===== config.mk =====
export PLATFORM = sky130hd
export DESIGN_NAME = serial_sub
export DESIGN_NICKNAME = d
export VERILOG_FILES = /design/src/rtl/serial_sub.sv
export SDC_FILE = /design/constraint.sdc
export NUM_CORES = 1
export LEC_CHECK = 0
export CORE_AREA = 2 2 70 72
export CTS_CLUSTER_DIAMETER = 200
export DETAILED_ROUTE_END_ITERATION = 16
export DIE_AREA = 0 0 72 74
export PLACE_DENSITY = 0.75
export SLEW_MARGIN = 20
export SYNTH_ARGS = -nofsm -noshare
export SYNTH_HDL_FRONTEND = slang
export SYNTH_SLANG_ARGS = --single-unit

===== constraint.sdc =====
create_clock -name clk -period 1.86 [get_ports clk]
set_input_delay 0.465 -clock clk [delete_from_list [all_inputs] [get_ports clk]]
set_output_delay 0.465 -clock clk [all_outputs]
set_load 0.01 [all_outputs]

===== src/rtl/serial_sub.sv =====
// ---------------------------------------------------------------------------
// serial_sub
// Bit-serial unsigned subtractor. Captures parallel operands a and b on a
// start request and computes a-b one bit per clock, LSB first, through a
// single full-subtractor stage plus a borrow flip-flop. Each difference bit
// is streamed out on d_bit/d_valid. When the last bit is produced, the full
// parallel result and final borrow are registered on diff/bout and a
// one-cycle done pulse is raised.
//
// Parameters:
//   WIDTH   operand/result width in bits (>= 1)
//
// Ports:
//   clk      in   rising-edge clock
//   rst_n    in   asynchronous active-low reset
//   start    in   request, sampled only while idle
//   a        in   [WIDTH] minuend, captured at the accepting edge
//   b        in   [WIDTH] subtrahend, captured at the accepting edge
//   busy     out  high while bits are being computed
//   d_bit    out  current serial difference bit (LSB first)
//   d_valid  out  qualifies d_bit; high for exactly WIDTH cycles per run
//   diff     out  [WIDTH] parallel result, held until the next completion
//   bout     out  final borrow (1 when a < b unsigned), held with diff
//   done     out  one-cycle completion pulse, coincides with the MSB on d_bit
// ---------------------------------------------------------------------------
module serial_sub #(
  parameter int WIDTH = 8
) (
  input  logic             clk,
  input  logic             rst_n,
  input  logic             start,
  input  logic [WIDTH-1:0] a,
  input  logic [WIDTH-1:0] b,
  output logic             busy,
  output logic             d_bit,
  output logic             d_valid,
  output logic [WIDTH-1:0] diff,
  output logic             bout,
  output logic             done
);

  // Bit counter is kept at least one bit wide so WIDTH=1 still elaborates.
  localparam int CW = (WIDTH > 1) ? $clog2(WIDTH) : 1;
  localparam logic [CW-1:0] LAST_CNT = CW'(WIDTH - 1);

  localparam logic [1:0] IDLE = 2'b00;
  localparam logic [1:0] RUN  = 2'b01;
  localparam logic [1:0] DONE = 2'b10;

  logic [1:0]       state;
  logic [WIDTH-1:0] a_sr;
  logic [WIDTH-1:0] b_sr;
  logic [WIDTH-1:0] res_sr;
  logic             br;
  logic [CW-1:0]    cnt;

  logic             a0;
  logic             b0;
  logic             d;
  logic             br_next;
  logic [WIDTH-1:0] res_next;

  // Full-subtractor stage working on the current LSBs and the stored borrow.
  assign a0      = a_sr[0];
  assign b0      = b_sr[0];
  assign d       = a0 ^ b0 ^ br;
  assign br_next = (~a0 & b0) | (~(a0 ^ b0) & br);

  // New bit enters at the MSB so that after WIDTH shifts the first (LSB)
  // bit has walked down to position 0. Written as a shift of the
  // concatenation so that it needs no special case for WIDTH=1.
  assign res_next = WIDTH'({d, res_sr} >> 1);

  // Control FSM and datapath. Operands are only sampled in IDLE, so start
  // pulses during RUN or DONE have no effect on the in-flight result, and
  // diff/bout are only ever written at completion (or cleared by reset).
  always_ff @(posedge clk or negedge rst_n) begin
    if (!rst_n) begin
      state   <= IDLE;
      a_sr    <= '0;
      b_sr    <= '0;
      res_sr  <= '0;
      br      <= 1'b0;
      cnt     <= '0;
      busy    <= 1'b0;
      d_bit   <= 1'b0;
      d_valid <= 1'b0;
      diff    <= '0;
      bout    <= 1'b0;
      done    <= 1'b0;
    end else begin
      case (state)
        IDLE: begin
          if (start) begin
            a_sr  <= a;
            b_sr  <= b;
            br    <= 1'b0;
            cnt   <= '0;
            busy  <= 1'b1;
            state <= RUN;
          end
        end

        RUN: begin
          d_bit   <= d;
          d_valid <= 1'b1;
          a_sr    <= a_sr >> 1;
          b_sr    <= b_sr >> 1;
          res_sr  <= res_next;
          br      <= br_next;
          cnt     <= cnt + CW'(1);
          if (cnt == LAST_CNT) begin
            diff  <= res_next;
            bout  <= br_next;
            done  <= 1'b1;
            busy  <= 1'b0;
            state <= DONE;
          end
        end

        DONE: begin
          // MSB stays on d_bit for this one cycle alongside done.
          done    <= 1'b0;
          d_valid <= 1'b0;
          d_bit   <= 1'b0;
          state   <= IDLE;
        end

        default: begin
          busy    <= 1'b0;
          done    <= 1'b0;
          d_valid <= 1'b0;
          state   <= IDLE;
        end
      endcase
    end
  end

endmodule


After elaboration in Yosys (flattened, before gate mapping) --
Cells that the tools add are included.
Cells by class: $add $sub $neg 1, equality and inequality tests 5, mux-type cells 18, bitwise operators 9, reduce and logical (&&, ||, !) cells 8
Operators by type and width (count):
- one-hot mux 8 bit (2 select lines) | 2
- 2-to-1 mux 8 bit | 2
- one-hot mux 1 bit (2 select lines) | 4
- AND reduction 2 bit | 4
- one-hot mux 3 bit (2 select lines) | 1
- 2-to-1 mux 1 bit | 4
- 2-to-1 mux 2 bit | 2
- != test 2 bit (second input constant) | 2
- inverter 1 bit | 4
- one-hot mux 2 bit (2 select lines) | 1
- nonzero test 2 bit | 2
- adder 3 x 1 -> 3 bit (second input constant) | 1
- equality test 3 bit (second input constant) | 1
- 2-to-1 mux 3 bit | 1
- one-hot mux 1 bit (3 select lines) | 1
- AND reduction 3 bit | 1
- bitwise AND 1 bit | 2
- equality test 2 x 1 -> 1 bit (second input constant) | 1
- equality test 2 bit (second input constant) | 1
- zero test 2 bit | 1
- XOR 1 bit | 2
- OR 1 bit | 1
Storage, ports and cells: bits in registers 43, input port bits 19, output and inout port bits 13, word-level logic and storage cells 53

Logic depth before layout (Yosys ltp) --
depth in word-level cells 5, depth in mapped cells 7, depth with buffers taken out 5

Worst setup path before layout --
Ideal clock, no wire load.
kind register -> register, from register state[1], to register res_sr[3], library setup time 125 ps, data arrival time 1294 ps, required time 1735 ps, path slack 441 ps, stages on the path, launching flop included 6, buffers on the path 2, clock period less this slack 1419 ps, cells stage by stage dfrtp_1 inv_1 ha_1 buf_4 buf_2 mux2_2
Between the ends: longest elaborated chain between the ends 1
RTL lines:
- from (decl) | RTL line 50 | logic [1:0] state;
- from (signal assigned) | RTL line 79 | state <= IDLE;
- from (signal assigned) | RTL line 100 | state <= RUN;
- from (signal assigned) | RTL line 117 | state <= DONE;
- equality test 2 x 1 -> 1 bit | RTL line 92 | case (state)
- to (signal assigned) | RTL line 109 | res_sr <= res_next;
- to (decl) | RTL line 53 | logic [WIDTH-1:0] res_sr;
Every way passes these cells. A chain may end at the register's enable or synchronous reset.

Worst setup path after layout --
from register state[0], to register b_sr[3]
Between the ends: longest elaborated chain between the ends 3, elaborated cells on any way between the ends 6, those cells by class eq/ne (2); mux (1); reduce/logical (3)
RTL lines:
- equality test 2 x 1 -> 1 bit or zero test 2 bit (tied branches) | RTL line 92
- nonzero test 2 bit (no source line) or != test 2 bit (tied branches)
- AND reduction 2 bit (no source line)
- to (signal assigned) | RTL line 108 | b_sr <= b_sr >> 1;
- to (decl) | RTL line 52 | logic [WIDTH-1:0] b_sr;
Parallel ways exist; a longest one is shown, timed or not.

==> out/qor.csv <==
metric,value,unit
outcome,finished clean,
FMAX,595.5,MHz
GRT overflow,0,
post-route DRC violation count,0,
"Period Utilization, post-route",0.9029,
Leakage,1.052,nW
"Clk Latency, worst-skew pair",300,ps
largest net degree at the start of global routing,43,
min Tclk post-route,1679,ps
Post-CTS Repair Setup Buffers,0,
top post-synthesis cells by area,"dfrtp_1 53%, mux2_2 9.1%, o221a_2 4.0%",
sequential area share after synthesis,0.5296,
drt first pass iters,4,
# H-tree levels,2,
Setup TNS,0,ps
Core ar.,4598,µm²
Die ar.,5328,µm²
first-pass GRT wire length,6720,µm
Fillers,411,
Post-DP HPWL,2817,µm
fin cells,254,
synth warn,0,
"Net count, final",224,
final count of hold timing violations,0,
slew at the pin with the worst max-slew slack,520.9,ps
Arrival @ worst endpoint,1860,ps
number of distinct library cells after synthesis,31,
crit end category,register,
worst min path class,primary input to asynchronous set/reset pin,
dpl ws,20.37,ps
1st-iter DRT viols,81,
WHS,219.8,ps
syn avg cell area,12.40,µm²
initial antenna violation count,0,
WL/cell,16.02,µm
dpl cell area,2364,µm²
Max Cap Viol,0,
Critical Path Start,state[0]$_DFFE_PN0P_,
Final Worst Setup Slack,180.7,ps
peak supply drop,0.6614,mV
reg-to-reg startpoint,state[0]$_DFFE_PN0P_,
root buf cell,clkbuf_8,
Rows,25,
WL final,4068,µm
Final Slew Violations,0,
"Setup violations, final",0,
gpl congestion,0.7801,
"commonest non-fill, non-tap cells in the layout","42 x dfrtp_1, 30 x clkdlybuf4s50_1, 16 x mux2_2",
Cells after DPL,246,
Synth area leader,dfrtp_1,
DR vias,1407,
Syn Nets,185,
RSZ-0062 raised after global routing,false,
skew final,6.843,ps
Via density,5.539,
post-route ant nets,0,
mapped cell area,1984,µm²
CTS Buf Count,5,
clock transition at the registers of the reported paths,80,ps
CTS tree,built,
Sink Count,42,
Area Overhead vs Synth,23.46,%
proportion of layout cells with a drive suffix above 1,0.2400,
Die Y,74,µm
Horiz. Die Dim,72,µm
cts repair resizes,0,
cells after synthesis,160,
Starting Density,0.4316,
"commonest non-fill, non-tap cell in the layout",dfrtp_1,
CP max FO,11,
power per cell area,1643,nW/µm²
vias in the first global route,1331,
Worst slew margin,0.6527,
CP Launch Type,register,
PortBufs,31,
final instance area,2450,µm²
aggregate global-route resource usage,0.1655,
critical path class,register to register,
Worst EP required,2040,ps
Ant. Diodes,0,
CTS max path bufs,2,
Yosys top cell area share,0.5296,
"Hold-fix buffers, CTS",0,
synthesized flop and latch total,42,
Ports,32,
## metal layers
metal | routed length (µm) | up-vias | share of wire | track usage
li1 | - | 669 | - | -
met1 | 1954 | 697 | 0.48 | 0.2383
met2 | 1864 | 36 | 0.46 | 0.2479
met3 | 197 | 5 | 0.048 | 0.04201
met4 | 52 | 0 | 0.013 | 0.05241
met5 | 0 | - | 0 | 0
## cell type report
class	instances	area (µm²)	area share
Sequential cell	42	1051	0.4290
Multi-Input combinational cell	102	834.6	0.3407
Timing Repair Buffer	42	387.9	0.1583
Clock buffer	6	72.57	0.02962
Tap cell	54	67.56	0.02758
Inverter	6	22.52	0.009193
Clock inverter	2	13.76	0.005618
## worst max-delay path: stages (launching register included)
cell     delay [ps]
dfrtp_1         400
inv_1            80
ha_1            360
nand2_2         240
o22a_1          230
o221a_2         240
## state kept, by name (all words and copies together), names as in the netlist
signal	cells
a_sr	8
b_sr	8
bout	1
br	1
busy	1
cnt	3
d_bit	1
d_valid	1
diff	8
done	1
res_sr	7
state	2
## per-stage QoR
stage / power (mW) / utilization
3_5_place_dp: 3.455 / 0.5140
2_1_floorplan: 2.838 / -
4_1_cts: 4.044 / 0.5328
6_report: 4.026 / 0.5328
3_3_place_gp: 3.400 / 0.5140
5_1_grt: 4.310 / 0.5328
## Yosys cell counts
library cell and n:
a31o_2 1, nor3b_1 1, nand2_2 3, a31oi_1 2, o22a_1 9, buf_6 3
o221a_1 4, nand3_1 6, dfrtp_1 42, nand2_1 3, nand4b_1 3, nand2b_1 8
fa_1 1, nand3b_1 3, nor2b_4 1, nor2b_1 1, o221a_2 7, mux2_2 16
a32o_1 2, ha_1 5, a2bb2oi_1 1, or3_1 1, nand2b_4 1, buf_2 4
o22ai_1 1, buf_4 3, and3_1 2, inv_1 6, nor2_1 5, a21oi_1 7
o21ai_0 8
## worst paths after layout
kind	end	slack, ps	cells past startpoint
worst min-delay path	a_sr[7]$_DFFE_PN0P_	220	2
max in group asynchronous	a_sr[5]$_DFFE_PN0P_	1280	2
worst min register to register	bout$_DFFE_PN0P_	480	2
worst max-delay path	b_sr[3]$_DFFE_PN0P_	180	5
worst max register to register	b_sr[3]$_DFFE_PN0P_	180	5
min in group clk	bout$_DFFE_PN0P_	480	2
## where the power goes
group          internal [mW]  switching [mW]
clock                  0.265           0.326
combinational           1.01           0.845
sequential              1.33           0.257
## kinds of logic (layout without fill, tap and decap cells)
kind of cell	count (synthesis)	count (layout)	share of synthesized area
AO/OA/AOI/OAI	42	42	0.1684
adder cells (fa/ha/maj)	6	6	0.04161
buffers and inverters	16	56	0.04981
flip-flops	42	42	0.5296
multiplexers	16	16	0.09079
AND/OR/NAND/NOR	38	38	0.1198
No activity file was read; power rests on OpenSTA's default activity.
